`src/rtl/nvme_cq_handler.sv`:
```
// nvme_cq_handler: CQ window AXI slave, completion stream and CQ head doorbell master.
// Define CQ_CHECK_EN to drop entries whose index or phase tag does not match the expected head/phase.
module nvme_cq_handler #(
  parameter int NS_ID_WIDTH = 4,
  parameter int NS_ADDR_WIDTH = 32,
  parameter int NS_DATA_WIDTH = 128,
  parameter int NL_ADDR_WIDTH = 32,
  parameter int NL_DATA_WIDTH = 32,
  parameter int CQ_DEPTH = 16,
  parameter logic [NS_ADDR_WIDTH-1:0] CQ_BASE = 32'h0002_0400,
  parameter logic [NL_ADDR_WIDTH-1:0] CQDB_ADDR = 32'h0000_100C
) (
  input  logic                       clk,
  input  logic                       rstn,
  input  logic [NS_ID_WIDTH-1:0]     ns_awid,
  input  logic [NS_ADDR_WIDTH-1:0]   ns_awaddr,
  input  logic [7:0]                 ns_awlen,
  input  logic [2:0]                 ns_awsize,
  input  logic [1:0]                 ns_awburst,
  input  logic                       ns_awvalid,
  output logic                       ns_awready,
  input  logic [NS_DATA_WIDTH-1:0]   ns_wdata,
  input  logic [NS_DATA_WIDTH/8-1:0] ns_wstrb,
  input  logic                       ns_wlast,
  input  logic                       ns_wvalid,
  output logic                       ns_wready,
  output logic [NS_ID_WIDTH-1:0]     ns_bid,
  output logic [1:0]                 ns_bresp,
  output logic                       ns_bvalid,
  input  logic                       ns_bready,
  output logic                       cpl_valid,
  input  logic                       cpl_ready,
  output logic [15:0]                cpl_cid,
  output logic [14:0]                cpl_status,
  output logic [15:0]                cpl_sqhd,
  output logic [NL_ADDR_WIDTH-1:0]   nl_awaddr,
  output logic                       nl_awvalid,
  input  logic                       nl_awready,
  output logic [NL_DATA_WIDTH-1:0]   nl_wdata,
  output logic [NL_DATA_WIDTH/8-1:0] nl_wstrb,
  output logic                       nl_wvalid,
  input  logic                       nl_wready,
  input  logic [1:0]                 nl_bresp,
  input  logic                       nl_bvalid,
  output logic                       nl_bready,
  output logic                       cq_err
);
  localparam int HW = $clog2(CQ_DEPTH);
  localparam logic [NS_ADDR_WIDTH-1:0] CQ_END = CQ_BASE + NS_ADDR_WIDTH'(16 * CQ_DEPTH);
  typedef enum logic [1:0] {W_IDLE, W_DATA, W_RESP} w_state_e;
  typedef enum logic [1:0] {DB_IDLE, DB_REQ, DB_RESP} db_state_e;
  w_state_e ws_q, ws_d;
  db_state_e dbs_q, dbs_d;
  logic init_q, oor_q, oor_d, ph_q, ph_d, err_q, err_d, cv_q, cv_d;
  logic aw_pend_q, aw_pend_d, w_pend_q, w_pend_d;
  logic [NS_ID_WIDTH-1:0] id_q, id_d;
  logic [HW-1:0] idx_q, idx_d, head_q, head_d, db_q, db_d;
  logic [HW:0] last_q, last_d;
  logic [15:0] cid_q, cid_d, sqhd_q, sqhd_d;
  logic [14:0] st_q, st_d;
  logic [NS_ADDR_WIDTH-1:0] off;
  logic hit;
  assign off = ns_awaddr - CQ_BASE;
`ifdef CQ_CHECK_EN
  assign hit = !oor_q && idx_q == head_q && ns_wdata[112] == ph_q;
`else
  assign hit = !oor_q;
`endif
  logic unused;
  assign unused = ^{ns_awlen, ns_awsize, ns_awburst, ns_wstrb, ns_wdata[95:80], ns_wdata[63:0], ns_wdata[112], off};
  assign ns_awready = init_q && ws_q == W_IDLE;
  assign ns_wready = ws_q == W_DATA && (!cv_q || cpl_ready);
  assign ns_bvalid = ws_q == W_RESP;
  assign ns_bid = id_q;
  assign ns_bresp = {ns_bvalid && oor_q, 1'b0};
  assign cpl_valid = cv_q;
  assign cpl_cid = cid_q;
  assign cpl_status = st_q;
  assign cpl_sqhd = sqhd_q;
  assign nl_awvalid = dbs_q == DB_REQ && aw_pend_q;
  assign nl_wvalid = dbs_q == DB_REQ && w_pend_q;
  assign nl_awaddr = dbs_q == DB_REQ ? CQDB_ADDR : '0;
  assign nl_wdata = NL_DATA_WIDTH'(db_q);
  assign nl_wstrb = dbs_q == DB_REQ ? '1 : '0;
  assign nl_bready = dbs_q == DB_RESP;
  assign cq_err = err_q;
  always_comb begin
    ws_d = ws_q;
    dbs_d = dbs_q;
    oor_d = oor_q;
    ph_d = ph_q;
    err_d = err_q;
    cv_d = cv_q && !cpl_ready;
    aw_pend_d = aw_pend_q;
    w_pend_d = w_pend_q;
    id_d = id_q;
    idx_d = idx_q;
    head_d = head_q;
    db_d = db_q;
    last_d = last_q;
    cid_d = cid_q;
    sqhd_d = sqhd_q;
    st_d = st_q;
    if (ns_awready && ns_awvalid) begin
      ws_d = W_DATA;
      id_d = ns_awid;
      idx_d = off[HW+3:4];
      oor_d = ns_awaddr < CQ_BASE || ns_awaddr >= CQ_END;
    end
    if (ns_wready && ns_wvalid) begin
      idx_d = idx_q + 1'b1;
      ws_d = ns_wlast ? W_RESP : W_DATA;
      if (hit) begin
        cv_d = 1'b1;
        cid_d = ns_wdata[111:96];
        st_d = ns_wdata[127:113];
        sqhd_d = ns_wdata[79:64];
        head_d = head_q + 1'b1;
        ph_d = &head_q ? !ph_q : ph_q;
      end else begin
        err_d = 1'b1;
      end
    end
    if (ns_bvalid && ns_bready) ws_d = W_IDLE;
    // Phase is part of the comparison so a full wrap back to the same head still rings the doorbell.
    if (dbs_q == DB_IDLE && ws_q == W_IDLE && {ph_q, head_q} != last_q) begin
      dbs_d = DB_REQ;
      aw_pend_d = 1'b1;
      w_pend_d = 1'b1;
      last_d = {ph_q, head_q};
      db_d = head_q;
    end
    if (dbs_q == DB_REQ) begin
      aw_pend_d = aw_pend_q && !nl_awready;
      w_pend_d = w_pend_q && !nl_wready;
      dbs_d = (!aw_pend_q || nl_awready) && (!w_pend_q || nl_wready) ? DB_RESP : DB_REQ;
    end
    if (dbs_q == DB_RESP && nl_bvalid) begin
      dbs_d = DB_IDLE;
      err_d = err_q || nl_bresp != 2'b00;
    end
  end
  always_ff @(posedge clk) begin
    if (!rstn) begin
      ws_q <= W_IDLE;
      dbs_q <= DB_IDLE;
      init_q <= 1'b0;
      oor_q <= 1'b0;
      ph_q <= 1'b1;
      err_q <= 1'b0;
      cv_q <= 1'b0;
      aw_pend_q <= 1'b0;
      w_pend_q <= 1'b0;
      id_q <= '0;
      idx_q <= '0;
      head_q <= '0;
      db_q <= '0;
      last_q <= {1'b1, {HW{1'b0}}};
      cid_q <= '0;
      sqhd_q <= '0;
      st_q <= '0;
    end else begin
      ws_q <= ws_d;
      dbs_q <= dbs_d;
      init_q <= 1'b1;
      oor_q <= oor_d;
      ph_q <= ph_d;
      err_q <= err_d;
      cv_q <= cv_d;
      aw_pend_q <= aw_pend_d;
      w_pend_q <= w_pend_d;
      id_q <= id_d;
      idx_q <= idx_d;
      head_q <= head_d;
      db_q <= db_d;
      last_q <= last_d;
      cid_q <= cid_d;
      sqhd_q <= sqhd_d;
      st_q <= st_d;
    end
  end
endmodule

```
`config.mk`:
```
export PLATFORM = sky130hd
export DESIGN_NAME = nvme_cq_handler
export DESIGN_NICKNAME = d
export VERILOG_FILES = /design/src/rtl/nvme_cq_handler.sv
export SDC_FILE = /design/constraint.sdc
export NUM_CORES = 1
export LEC_CHECK = 0
export BUFFER_PORTS_ARGS = -buffer_cell sky130_fd_sc_hd__buf_2
export CAP_MARGIN = 20
export CORE_AREA = 2 2 131 133
export CTS_BUF_LIST = sky130_fd_sc_hd__clkbuf_8
export DETAILED_ROUTE_END_ITERATION = 7
export DIE_AREA = 0 0 133 135
export PLACE_DENSITY = 0.49
export SLEW_MARGIN = 25
export SYNTH_ARGS = -nofsm -noshare
export SYNTH_HDL_FRONTEND = slang
export SYNTH_SLANG_ARGS = --single-unit
```
`constraint.sdc`:
```
create_clock -name clk -period 2.4 [get_ports clk]
set_clock_uncertainty 0.05 [all_clocks]
set_input_delay 0 -clock clk [delete_from_list [all_inputs] [get_ports clk]]
set_output_delay 0 -clock clk [all_outputs]
set_load 0.02 [all_outputs]
```
==> metrics.md <==
| Metric | Value |
|---|---|
| Setup TNS | 0 ns |
| Overflow after GRT | 0 |
| Hpwl dp | 6528 um |
| Met1 usage | 11.01% |
| Met3 Usage GRT | 3.604% |
| RR Endpoint | oor_q |
| Layout cells sized above 1 | 31.69% |
| Number of diodes | 0 |
| Initial core utilization | 21.25% |
| Vias | 3174 |
| Synthesized area per cell | 8.762 um^2 |
| RSZ-0062 raised after global routing | false |
| GPL Wtd Cong | 0.7058 |
| Fin crit period | 2.168 ns |
| Initial antenna violation count | 0 |
| Drt pass-1 iters | 3 |
| # rows | 47 |
| HP Class | in2reg |
| Max cap viols | 0 |
| Reg2Reg Setup Slack | 0.31 ns |
| CP most frequent cell | dlygate4sd3_1 |
| CP cell instances | dlygate4sd3_1 > buf_2 > nor4_1 > dlygate4sd3_1 > nand3_1 > dlygate4sd3_1 > o221a_2 |
| Total power draw | 2.879 mW |
| Via-to-Cell Ratio | 3.829 |
| Final hold viol count | 0 |
| Worst hold slack | 0.04071 ns |
| Area of placed instances | 4156 um^2 |
| DRT antenna net count | 0 |
| TritonCTS sink count | 71 |
| Clk buf depth | 2 |
| Final Net Count | 810 |
| CTS HTree Levels | 3 |
| Core area | 16410 um^2 |
| Critical path data required time | 2.61 ns |
| Commonest cells post-synth | nand2_1 (103), buf_4 (71), dfxtp_1 (71) |
| Yosys reg bits | 71 |
| CTS Hold Buffers Added | 66 |
| Port Buffers | 157 |
| Post-CTS setup buffers | 0 |
| CP max stage cell | dlygate4sd3_1 |
| Most Used Layer, Global Route | met2 |
| Top Ports | 334 |
| Primary FF master, synth | dfxtp_1 |
| Largest net degree at the start of global routing | 42 |
| Hold_sp | cpl_ready |
| Post-Synthesis Cells | 398 |
| Crit Path Class | in2reg |
| Vias in the first global route | 3077 |
| Most common cell in the netlist | nand2_1 |
| Hold EP | cpl_valid |
| Top cell type's share of synthesized area | 40.76% |
| Ys Warns | 0 |
| Clk slew on worst S/H paths | 0.08 ns |
| Drt total wl | 9209 um |
| Worst vdd ir | 272.8 uV |
| Maximum clock rate | 0.4613 GHz |
| Worst-skew pair later-pin latency | 0.36 ns |
| Number of synthesized flops with an enable pin | 0 |
| Status | complete, no violations |
| Sequential fraction of the synthesis area | 40.76% |
| CTS root buf | clkbuf_8 |
| Die area | 17960 um^2 |
| Hold depth | 3 |
| Synth async-reset ratio | 0% |
| Fin area | 5060 um^2 |
| Top cells by area, synth | dfxtp_1 (41%), buf_4 (15%), nand2_1 (11%), a21boi_0 (8.8%), a21boi_2 (3.2%) |
| Period utilization | 90.32% |
| Slew @ Worst Pin | 0.7153 ns |
| DRC violations left | 0 |
| CP Max Fanout | 1 |
| 1st-iter DRT viols | 30 |
| CTS-repair resized insts | 0 |
| RR Startpoint | ws_q[1] |
| Total CTS buffers | 9 |
| Routed len/inst | 11.11 um |
| Global-route wire length before repair | 14390 um |
| Static Leak | 2.323 nW |
| Yosys cell types | 42 |
| Final Core Density | 30.84% |
| Crit-path max cell delay | 0.59 ns |
| Post-Syn Area | 3487 um^2 |
| Synth area leader | dfxtp_1 |
| Relative slew slack | 52.31% |
| Pwr/cell area | 569.0 nW/um^2 |
| Slew Viols, Final | 0 |
| Area Overhead vs Synth | 45.10% |
| Setup crit start kind | input pin |
| Critical Path Sink Type | flip-flop |
| Met2 Usage GRT | 18.11% |
| Total GRT Usage | 10.26% |
| Worst Path Arrival | 2.38 ns |
| CTS tree | built |
| Die span in x | 133 um |
| Final setup viols | 0 |
| Fillcell total | 1727 |
| Reg2reg path depth | 4 |
| Die Span Y | 135 um |
==> worst max-delay path, delay by kind of cell <==
kind,cells,cell delay [ns]
buffers and inverters,4,1.83
AOI/OAI and AO/OA,1,0.22
and+or+nand+nor,2,0.31
==> cell families (layout without fill, tap and decap cells) <==
kind of cell               Yosys count  in the layout  share of synthesized area (%)
AOI/OAI and AO/OA                   66             66                          15.03
other                                1             58                         0.1075
and+or+nand+nor                    151            151                          20.60
adders and majority gates            1              1                         0.3588
buffers and inverters               93            247                          19.05
DFF                                 71             71                          40.76
muxes                                9              9                          2.584
xor gates and xnor gates             6              6                          1.507
==> placed cells by master (no fill, tap or decap), drive strengths merged <==
cell / synthesis / routed
nor3b: 2 / 2
dlygate4sd3: 0 / 66
and2: 5 / 5
a311oi: 1 / 1
bufinv: 0 / 2
nand3: 7 / 7
and3: 2 / 2
buf: 76 / 161
conb: 1 / 58
xor2: 2 / 2
o22ai: 1 / 1
ha: 1 / 1
nor3: 1 / 1
a21oi: 1 / 1
o311ai: 1 / 1
nand4: 2 / 2
o211ai: 1 / 1
a21boi: 53 / 53
nand3b: 1 / 1
xnor2: 4 / 4
o221a: 1 / 1
o21a: 1 / 1
nor4: 5 / 5
or3: 2 / 2
dfxtp: 71 / 71
o21ai: 5 / 5
nor2: 3 / 3
mux2i: 9 / 9
clkbuf: 13 / 13
o221ai: 1 / 1
nor4b: 2 / 2
nand2: 104 / 104
nor2b: 14 / 14
nand2b: 1 / 1
inv: 4 / 5
==> power breakdown <==
part           leakage, nW  total (mW)  switching [mW]  internal [mW]
clock network        0.127        1.15           0.456          0.696
registers            0.576        1.25          0.0280           1.22
logic                 1.62       0.481           0.271          0.210
total                 2.32        2.88           0.755           2.12
==> layout make-up <==
cell class	instances	area [um^2]	share of cell area, %
multi-input combinational	291	1617	31.95
timing repair buffer	227	1489	29.43
sequential	71	1421	28.09
tap	220	275.3	5.440
clock buffer	13	178.9	3.536
clock inverter	3	63.81	1.261
inverter	4	15.01	0.2967
==> registers in the layout, summed over array words and instances, names as in the netlist <==
name,cells
oor_q,1
last_q,2
cpl_sqhd,16
ns_bid,4
init_q,1
cq_err,1
db_q,3
cpl_valid,1
w_pend_q,1
cpl_status,15
cpl_cid,16
dbs_q,2
head_q,4
ph_q,1
ws_q,2
aw_pend_q,1
==> routing by layer <==
layer	up-vias	wire [um]	share of wire, %
met5	-	0	0
met4	0	191	2.1
met3	16	706	7.7
met2	135	4621	50
met1	1438	3689	40
li1	1585	-	-
==> worst max-delay path by stage <==
stage          slack [ns]           from  cells after the start             to
4_1_cts              0.24  ns_awaddr[27]                      7          oor_q
2_1_floorplan        0.89       dbs_q[0]                      4      aw_pend_q
5_1_grt              0.12  ns_awaddr[27]                      7          oor_q
6_report             0.23  ns_awaddr[27]                      7          oor_q
3_3_place_gp         0.67        ws_q[0]                      5  cpl_status[8]
3_5_place_dp         0.61        ws_q[0]                      5    cpl_sqhd[9]
==> per-stage QoR <==
step,std cells,worst slack [ns]
final,829,0.2323
after global routing,829,0.1151
after CTS,829,0.2438
after detailed placement,747,0.6085
after global placement,747,0.6655
after floorplan,455,0.8880
No activity file was read; power rests on OpenSTA's default activity.
